==> config.mk <==
export PLATFORM = sky130hd
export DESIGN_NAME = vga_console_term_ctrl
export DESIGN_NICKNAME = d
export VERILOG_FILES = /design/src/rtl/vga_console_term_ctrl.sv
export SDC_FILE = /design/constraint.sdc
export NUM_CORES = 1
export LEC_CHECK = 0
export ABC_AREA = 1
export BUFFER_PORTS_ARGS = -buffer_cell sky130_fd_sc_hd__buf_2
export CAP_MARGIN = 20
export CORE_MARGIN = 3
export CORE_UTILIZATION = 30
export CTS_CLUSTER_DIAMETER = 80
export DETAILED_ROUTE_END_ITERATION = 12
export PLACE_DENSITY = 0.58
export SLEW_MARGIN = 20
export SYNTH_ARGS = -nofsm -noshare
export SYNTH_HDL_FRONTEND = slang
export SYNTH_SLANG_ARGS = --single-unit
export TNS_END_PERCENT = 5
==> constraint.sdc <==
create_clock -name clk -period 1.45 [get_ports clk]
set_input_delay 0.2175 -clock clk [delete_from_list [all_inputs] [get_ports clk]]
set_output_delay 0.2175 -clock clk [all_outputs]
set_load 0.02 [all_outputs]
==> src/rtl/vga_console_term_ctrl.sv <==
// Terminal sequencer for the VGA text console: cursor tracking, control decode, scroll/clear sequencing.
// Optional VBLANK_SYNC_EN: scroll and clear sequences wait in WAIT_VB until vblank is high.
module vga_console_term_ctrl #(
    parameter int unsigned NUM_ROWS      = 3,
    parameter int unsigned NUM_COLS      = 10,
    parameter int unsigned ADDR_W        = 6,
    parameter logic [2:0]  DEFAULT_COLOR = 3'b010
) (
    input  logic                        clk,
    input  logic                        rst_n,
    input  logic                        char_valid,
    input  logic [7:0]                  char_data,
    output logic                        char_ready,
    input  logic                        color_we,
    input  logic [2:0]                  color_in,
    input  logic                        vblank,
    output logic                        buf_we,
    output logic [ADDR_W-1:0]           buf_waddr,
    output logic [9:0]                  buf_wdata,
    output logic [ADDR_W-1:0]           buf_raddr,
    input  logic [9:0]                  buf_rdata,
    output logic [$clog2(NUM_ROWS)-1:0] cursor_row,
    output logic [$clog2(NUM_COLS)-1:0] cursor_col,
    output logic                        busy
);

    localparam int unsigned NUM_CHARS = NUM_ROWS * NUM_COLS;
    localparam int unsigned ROW_W     = $clog2(NUM_ROWS);
    localparam int unsigned COL_W     = $clog2(NUM_COLS);
    localparam int unsigned K_W       = $clog2(NUM_CHARS);
    localparam int unsigned COPY_LAST = NUM_CHARS - NUM_COLS - 1;
    localparam int unsigned FILL_BASE = (NUM_ROWS - 1) * NUM_COLS;
    localparam logic [6:0]  SPACE     = 7'h20;

    typedef enum logic [2:0] {S_IDLE, S_COPY, S_FILL, S_CLEAR, S_WAIT_VB} state_t;

`ifdef VBLANK_SYNC_EN
    localparam state_t ENTRY_COPY  = S_WAIT_VB;
    localparam state_t ENTRY_CLEAR = S_WAIT_VB;
    logic r_vb_copy;
`else
    localparam state_t ENTRY_COPY  = S_COPY;
    localparam state_t ENTRY_CLEAR = S_CLEAR;
    logic w_unused_vblank;
    assign w_unused_vblank = vblank;
`endif

    state_t             r_state;
    logic [K_W-1:0]     r_k;
    logic [ROW_W-1:0]   r_row;
    logic [COL_W-1:0]   r_col;
    logic [2:0]         r_color;
    logic               r_we;
    logic [ADDR_W-1:0]  r_waddr;
    logic [9:0]         r_wdata;

    logic               w_print;
    logic               w_lf;
    logic               w_last_row;
    logic               w_last_col;
    logic [ADDR_W-1:0]  w_cur_addr;

    assign w_print    = (char_data >= 8'h20) && (char_data <= 8'h7E);
    assign w_last_col = (r_col == COL_W'(NUM_COLS - 1));
    assign w_last_row = (r_row == ROW_W'(NUM_ROWS - 1));
    // A printable byte in the last column wraps exactly like an explicit line feed.
    assign w_lf       = (w_print && w_last_col) || (char_data == 8'h0A);
    assign w_cur_addr = ADDR_W'(r_row) * ADDR_W'(NUM_COLS) + ADDR_W'(r_col);

    always_ff @(posedge clk) begin
        if (!rst_n) begin
            r_state <= ENTRY_CLEAR;
            r_k     <= '0;
            r_row   <= '0;
            r_col   <= '0;
            r_color <= DEFAULT_COLOR;
            r_we    <= 1'b0;
            r_waddr <= '0;
            r_wdata <= '0;
`ifdef VBLANK_SYNC_EN
            r_vb_copy <= 1'b0;
`endif
        end else begin
            r_we <= 1'b0;
            if (color_we) r_color <= color_in;
            case (r_state)
                S_IDLE: begin
                    if (char_valid) begin
                        if (w_print) begin
                            r_we    <= 1'b1;
                            r_waddr <= w_cur_addr;
                            r_wdata <= {r_color, char_data[6:0]};
                            r_col   <= w_last_col ? '0 : r_col + 1'b1;
                        end else if (char_data == 8'h0A || char_data == 8'h0D) begin
                            r_col <= '0;
                        end else if (char_data == 8'h08) begin
                            if (r_col != '0) r_col <= r_col - 1'b1;
                        end else if (char_data == 8'h0C) begin
                            r_row   <= '0;
                            r_col   <= '0;
                            r_k     <= '0;
                            r_state <= ENTRY_CLEAR;
`ifdef VBLANK_SYNC_EN
                            r_vb_copy <= 1'b0;
`endif
                        end
                        if (w_lf) begin
                            if (!w_last_row) begin
                                r_row <= r_row + 1'b1;
                            end else begin
                                r_k     <= '0;
                                r_state <= ENTRY_COPY;
`ifdef VBLANK_SYNC_EN
                                r_vb_copy <= 1'b1;
`endif
                            end
                        end
                    end
                end
                S_COPY: begin
                    r_we    <= 1'b1;
                    r_waddr <= ADDR_W'(r_k);
                    r_wdata <= buf_rdata;
                    if (r_k == K_W'(COPY_LAST)) begin
                        r_k     <= '0;
                        r_state <= S_FILL;
                    end else begin
                        r_k <= r_k + 1'b1;
                    end
                end
                S_FILL: begin
                    r_we    <= 1'b1;
                    r_waddr <= ADDR_W'(FILL_BASE) + ADDR_W'(r_k);
                    r_wdata <= {r_color, SPACE};
                    if (r_k == K_W'(NUM_COLS - 1)) begin
                        r_k     <= '0;
                        r_row   <= ROW_W'(NUM_ROWS - 1);
                        r_col   <= '0;
                        r_state <= S_IDLE;
                    end else begin
                        r_k <= r_k + 1'b1;
                    end
                end
                S_CLEAR: begin
                    r_we    <= 1'b1;
                    r_waddr <= ADDR_W'(r_k);
                    r_wdata <= {r_color, SPACE};
                    if (r_k == K_W'(NUM_CHARS - 1)) begin
                        r_k     <= '0;
                        r_state <= S_IDLE;
                    end else begin
                        r_k <= r_k + 1'b1;
                    end
                end
`ifdef VBLANK_SYNC_EN
                S_WAIT_VB: begin
                    if (vblank) begin
                        r_k     <= '0;
                        r_state <= r_vb_copy ? S_COPY : S_CLEAR;
                    end
                end
`endif
                default: r_state <= S_IDLE;
            endcase
        end
    end

    assign char_ready = (r_state == S_IDLE);
    assign busy       = (r_state != S_IDLE);
    assign buf_raddr  = ADDR_W'(r_k) + ADDR_W'(NUM_COLS);
    assign buf_we     = r_we;
    assign buf_waddr  = r_waddr;
    assign buf_wdata  = r_wdata;
    assign cursor_row = r_row;
    assign cursor_col = r_col;

endmodule

==> results of run 1 <==
==> final timing paths <==
path	start	to	slack (ps)	cells past startpoint
max	r_k[2]	buf_raddr[4]	-100	5
min	color_in[1]	r_color[1]	140	3
max reg2reg	cursor_col[1]	buf_waddr[5]	-40	8
min reg2reg	r_color[2]	r_color[2]	460	2
==> per-layer routing <==
layer	track usage	vias to the layer above	wire length, um
li1	-	1339	-
met1	0.1930	1088	2965
met2	0.2674	46	3038
met3	0.03379	8	308
met4	0.04151	0	72
met5	0	-	0
==> sequential cells by signal (all words and copies together), names as in the netlist <==
| signal | flops |
|---|---|
| buf_wdata | 10 |
| buf_waddr | 6 |
| r_k | 5 |
| cursor_col | 4 |
| r_color | 3 |
| r_state | 3 |
| cursor_row | 2 |
| buf_we | 1 |
==> logic make-up (layout without fill, tap and decap cells) <==
logic type                 count (synthesis)  in the layout  share of synthesized area
and+or+nand+nor                          175            175                     0.3330
AOI/OAI and AO/OA                         66             66                     0.1572
buffers and inverters                     49            159                    0.09036
DFF                                       34             34                     0.2979
adders and majority gates                 15             15                    0.08543
xor gates and xnor gates                   9              9                    0.03450
other                                      1              1                   0.001641
==> metrics by stage <==
| step | cell area (sq um) | hold WS (ps) | setup TNS [ps] | std cells |
|---|---|---|---|---|
| 3_5_place_dp | 3062 | 440.1 | -801.4 | 547 |
| 3_3_place_gp | 3062 | 435.9 | -390.9 | 547 |
| 2_1_floorplan | 2306 | 328.5 | -332.1 | 349 |
| 4_1_cts | 3243 | 135.4 | -419.2 | 557 |
| 5_1_grt | 3286 | 141.0 | -2749 | 558 |
| 6_report | 3286 | 140.9 | -286.3 | 558 |
==> Yosys cell counts (2+ instances only) <==
master and number:
buf_4 3, xor2_1 6, o22ai_1 2, a211oi_1 2
buf_2 3, a21oi_1 22, ha_1 14, nor2_4 4
o21ai_0 25, nand2_4 2, dfxtp_1 34, nand2_1 79
inv_2 7, nor2_1 60, nand2_2 3, o21ai_1 10
nand3_1 19, xnor2_1 3, nand4_1 4, nor3_1 2
inv_1 33
==> power breakdown <==
| part | leakage (uW) | switching (uW) | internal [uW] | total (uW) |
|---|---|---|---|---|
| Combinational | 0.00130 | 471 | 350 | 822 |
| Sequential | 0.000286 | 53.3 | 1010 | 1060 |
| Clock | 0.0000547 | 378 | 513 | 891 |
| Total | 0.00164 | 903 | 1870 | 2770 |
==> cell type report <==
class                      instances  area, sq um
timing repair buffer             110        721.9
sequential                        34        701.9
multi-input combinational        266         1469
fill                             753         4045
inverter                          41        156.4
clock inverter                     3        43.79
tap                               99        123.9
clock buffer                       5        68.82
==> layout by cell type (no fill, tap or decap), types with 3 or more instances in the layout <==
cell	instances
dfxtp_2	8
a21oi_1	17
o21ai_1	12
nor2_4	4
buf_4	54
nand2_1	75
nand3_1	18
inv_2	10
nor2_2	5
nand2_4	3
nand2_2	6
o21ai_0	23
buf_2	53
dfxtp_1	23
ha_1	12
xnor2_1	3
clkbuf_8	5
dfxtp_4	3
nand4_1	4
a21oi_2	5
inv_1	29
xor2_1	6
nor2_1	56
==> what timing repair did <==
item,in CTS,in global routing
pin swaps,6,4
cloned,0,0
gates resized for setup,19,15
buffers inserted,2,1
endpoints found under the setup margin,20,33
==> critical path, delay by kind of cell, from the launching register on <==
kind / cells / cell delay, ps
xor gates and xnor gates: 1 / 150
adders and majority gates: 1 / 150
DFF: 1 / 350
AOI/OAI and AO/OA: 1 / 120
buffers and inverters: 2 / 280
==> results.ini, run 1 <==
[run_status]
run_status = complete, but fails checks
violations = setup timing

[drt]
drc_errors = 0
vias = 2481
routedWlPerCell_um = 11.44
viasPerCell = 4.446
antenna_left = 0
drt_iter0_drc = 90
wl_mm = 6.384
firstDrtPassIters = 4

[clock_tree]
holdBufCountCts = 0
clock_sinks = 34
cts.clk_slew.worst_paths_ps = 80
cts_made_buffers = 5
root_buffer = clkbuf_8
cts_buffer_depth = 2
htreeDepth = 2
clock_latency_ps = 290
cts_tree = built

[die]
die-area_sq_mm = 0.008698
chipHeight_um = 93.27
die_w_um = 93.27
start_util = 0.3117
fp-row-count = 31
num_io_pins = 57
core-area_sq_mm = 0.007331

[power_and_ir_drop]
p_leak_uw = 0.001640
p_per_area_mw_per_mm2 = 843.9
finalPower_uw = 2773
irDropWorstVdd_v = 0.0005214

[timing]
setup_viol = 6
drv_slew = 0
hold_viol = 0
period_needed_ps = 1549
clock_skew_ps = 5.147
setup_ws_ps = -98.51
rsz0062_at_grt = true
max_freq_mhz = 645.8
min_period_over_period = 1.068

[layout]
drive_gt1_frac = 0.3704
area_growth_pct = 43.81
antenna_cells = 0
fin_nets = 499
final_util = 0.4482

[global_routing]
grt_overflow_total = 0
grt_pass1_wl_mm = 10.93
grt_pass1_vias = 2452
grtUsageTotal = 0.1546
antenna_found_initial = 0
grt_max_degree = 24

[setup_path]
worstPathArrival_ps = 1330
path_cells = buf_6 -> ha_4 -> a21oi_2 -> xor2_1 -> buf_4
end_kind = primary output
worst-setup-path-type = reg -> out
max_stage_delay_ps = 350
slowest_stage = dfxtp_2
cp_max_fo = 4
required_ps = 1230
worst_setup_path_start_kind = register

[synthesis]
yosysSeqAreaShare = 0.2979
synthFlopType = dfxtp_1
ys_ff_latch = 34
synth-warning-count = 0
netlist_area_sq_mm = 0.002285
async_flop_share = 0
synthTopCellsByArea = dfxtp_1 (30%), nand2_1 (13%), nor2_1 (9.9%)
synth_nets = 390
synth_top_area_cell = dfxtp_1
syn_avg_cell_area_sq_um = 6.546
synth_top_cell_area_share = 0.2979
synth.distinct_cells = 33
synth-edff-count = 0
syn-instance-count = 349

[placement]
io_buffers = 55
pre_cts_ws_ps = -112.6
gp_congestion = 0.8680
hpwl_mm = 5.105

[worst_hold_path]
hp-class = in -> reg

[flow_run]
cap_violations = 0

(Power assumes the default switching activity.)
==> run 2, diff against run 1 <==
Settings changed: GPL_ROUTABILITY_DRIVEN set to 0, SETUP_SLACK_MARGIN set to 0.4.
==> results.ini, run 2 (synthesized netlist as in run 1, its figures left out) <==
[layout]
largest_reg_flops = 10  ; unchanged
final_cell_area_sq_mm = 0.003530  ; +7.4%
antenna_cells = 0  ; unchanged
area_growth_pct = 54.49
drive_gt1_frac = 0.4013  ; +0.03093
layout_commonest_cell = nand2_1
layout_common_cells = nand2_1 (74), buf_4 (60), nor2_1 (56), buf_2 (37), inv_1 (25)
fillers = 729  ; -3.2%
fin_nets = 501  ; +0.40%

[drt]
drt_iter0_drc = 110  ; +22%
viasPerCell = 4.598  ; +3.4%
vias = 2575  ; +3.8%
drc_errors = 0  ; unchanged
antenna_left = 0  ; unchanged
wl_mm = 6.664  ; +4.4%
routedWlPerCell_um = 11.90  ; +4.0%
firstDrtPassIters = 4  ; unchanged

[clock_tree]
holdBufCountCts = 0  ; unchanged
root_buffer = clkbuf_8
cts_tree = built
clock_latency_ps = 300  ; about the same
cts_made_buffers = 5  ; unchanged
clock_sinks = 34  ; unchanged
htreeDepth = 2  ; unchanged
cts_buffer_depth = 2  ; unchanged
cts.clk_slew.worst_paths_ps = 80  ; about the same

[global_routing]
antenna_found_initial = 0  ; unchanged
grt_max_degree = 24  ; unchanged
grt_pass1_wl_mm = 10.64  ; -2.7%
grt_overflow_total = 0  ; unchanged
grt_pass1_vias = 2354  ; -4.0%
grtUsageTotal = 0.1510  ; -0.003609

[power_and_ir_drop]
p_sw_frac = 0.3101  ; -0.01560
p_leak_uw = 0.001715  ; +4.5%
power.internal_uw = 2101  ; +12%
power_frac_comb = 0.293  ; -0.003
irDropWorstVdd_v = 0.0004545  ; -13%
p_sw_uw = 944.4  ; +4.6%
pwr-share-seq = 0.352  ; -0.030
p_clk_frac = 0.355  ; +0.034
p_per_area_mw_per_mm2 = 862.9  ; +2.3%

[setup_path]
end_kind = primary output
cp_max_fo = 3  ; -1
required_ps = 1230  ; about the same
worstPathArrival_ps = 1340  ; about the same
worst-setup-path-type = reg -> out
worst_setup_path_start_kind = register

[die]
die-area_sq_mm = 0.008698  ; unchanged
start_util = 0.3117  ; unchanged
die_w_um = 93.27  ; unchanged
core-area_sq_mm = 0.007331  ; unchanged
fp-row-count = 31  ; unchanged
chipHeight_um = 93.27  ; unchanged
num_io_pins = 57  ; unchanged

[flow_run]
cap_violations = 0  ; unchanged

[timing]
period_needed_ps = 1562  ; +13.32 ps
hold_viol = 0  ; unchanged
drv_slew = 0  ; unchanged
max_freq_mhz = 640.3  ; -0.85%
tns_ps = -725.0  ; -438.7 ps
min_period_over_period = 1.077  ; +0.009188
rsz0062_at_grt = true
setup_viol = 15  ; +9
clock_skew_ps = 6.845  ; +1.698 ps
setup_ws_ps = -111.8  ; -13.32 ps

[placement]
hpwl_mm = 5.184  ; +1.5%
io_buffers = 55  ; unchanged
placed_area_sq_mm = 0.003114  ; +1.7%

[run_status]
run_status = complete, but fails checks
violations = setup timing

[worst_hold_path]
hp-class = in -> reg

## run 2: worst paths after layout
kind                            slack [ps]  startpoint            end  cells after the start
worst max-delay path                  -110      r_k[2]   buf_raddr[4]                      5
worst min-delay path                   140    color_we     r_color[1]                      2
worst max register to register         -80      r_k[2]  cursor_row[1]                     11
worst min register to register         450  r_color[0]     r_color[0]                      2
## run 2: layer usage
layer	vias to the layer above	routed length [um]	track usage
li1	1342	-	-
met1	1182	3101	0.1970
met2	47	3267	0.2591
met3	4	255	0.03379
met4	0	40	0.02198
met5	-	0	0
## run 2: stage by stage
step | power [uW] | instances | hold slack (ps) | setup WS [ps] | utilization
3_5_place_dp | 1899 | 546 | 441.5 | -82.17 | 0.4248
3_3_place_gp | 1887 | 546 | 432.2 | -50.86 | 0.4248
5_1_grt | 3218 | 560 | 137.9 | -183.1 | 0.4815
2_1_floorplan | 1558 | 349 | 328.5 | 20.21 | -
6_report | 3046 | 560 | 139.6 | -111.8 | 0.4815
4_1_cts | 3010 | 557 | 132.7 | -123.8 | 0.4567
## run 2: final cells by class
type                       count  area (sq um)  share of cell area
clock buffer                   5         68.82             0.01950
clock inverter                 3         68.82             0.01950
inverter                      41         158.9             0.04502
multi-input combinational    266          1546              0.4381
sequential                    34         718.2              0.2035
tap                           99         123.9             0.03509
timing repair buffer         112         844.6              0.2393
## run 2: repair_timing
action / 4_1_cts / 5_1_grt
buffers inserted: 3 / 2
hold endpoints to repair: 0 / 0
gates resized for setup: 24 / 46
pin swaps: 15 / 17
cloned: 0 / 1
endpoints found under the setup margin: 44 / 51
## run 2: power by group through the flow
stage	registers [uW]	logic (uW)	clock network (uW)
2_1_floorplan	1150	409	0
6_report	1070	892	1080
4_1_cts	1070	835	1110
5_1_grt	1080	987	1150
3_3_place_gp	1090	795	0
3_5_place_dp	1090	805	0
## run 2: critical path, stage by stage (launching register included)
cell and delay, ps:
dfxtp_4 350, buf_6 120, ha_4 150, a21oi_4 140, xor2_2 140, buf_4 150
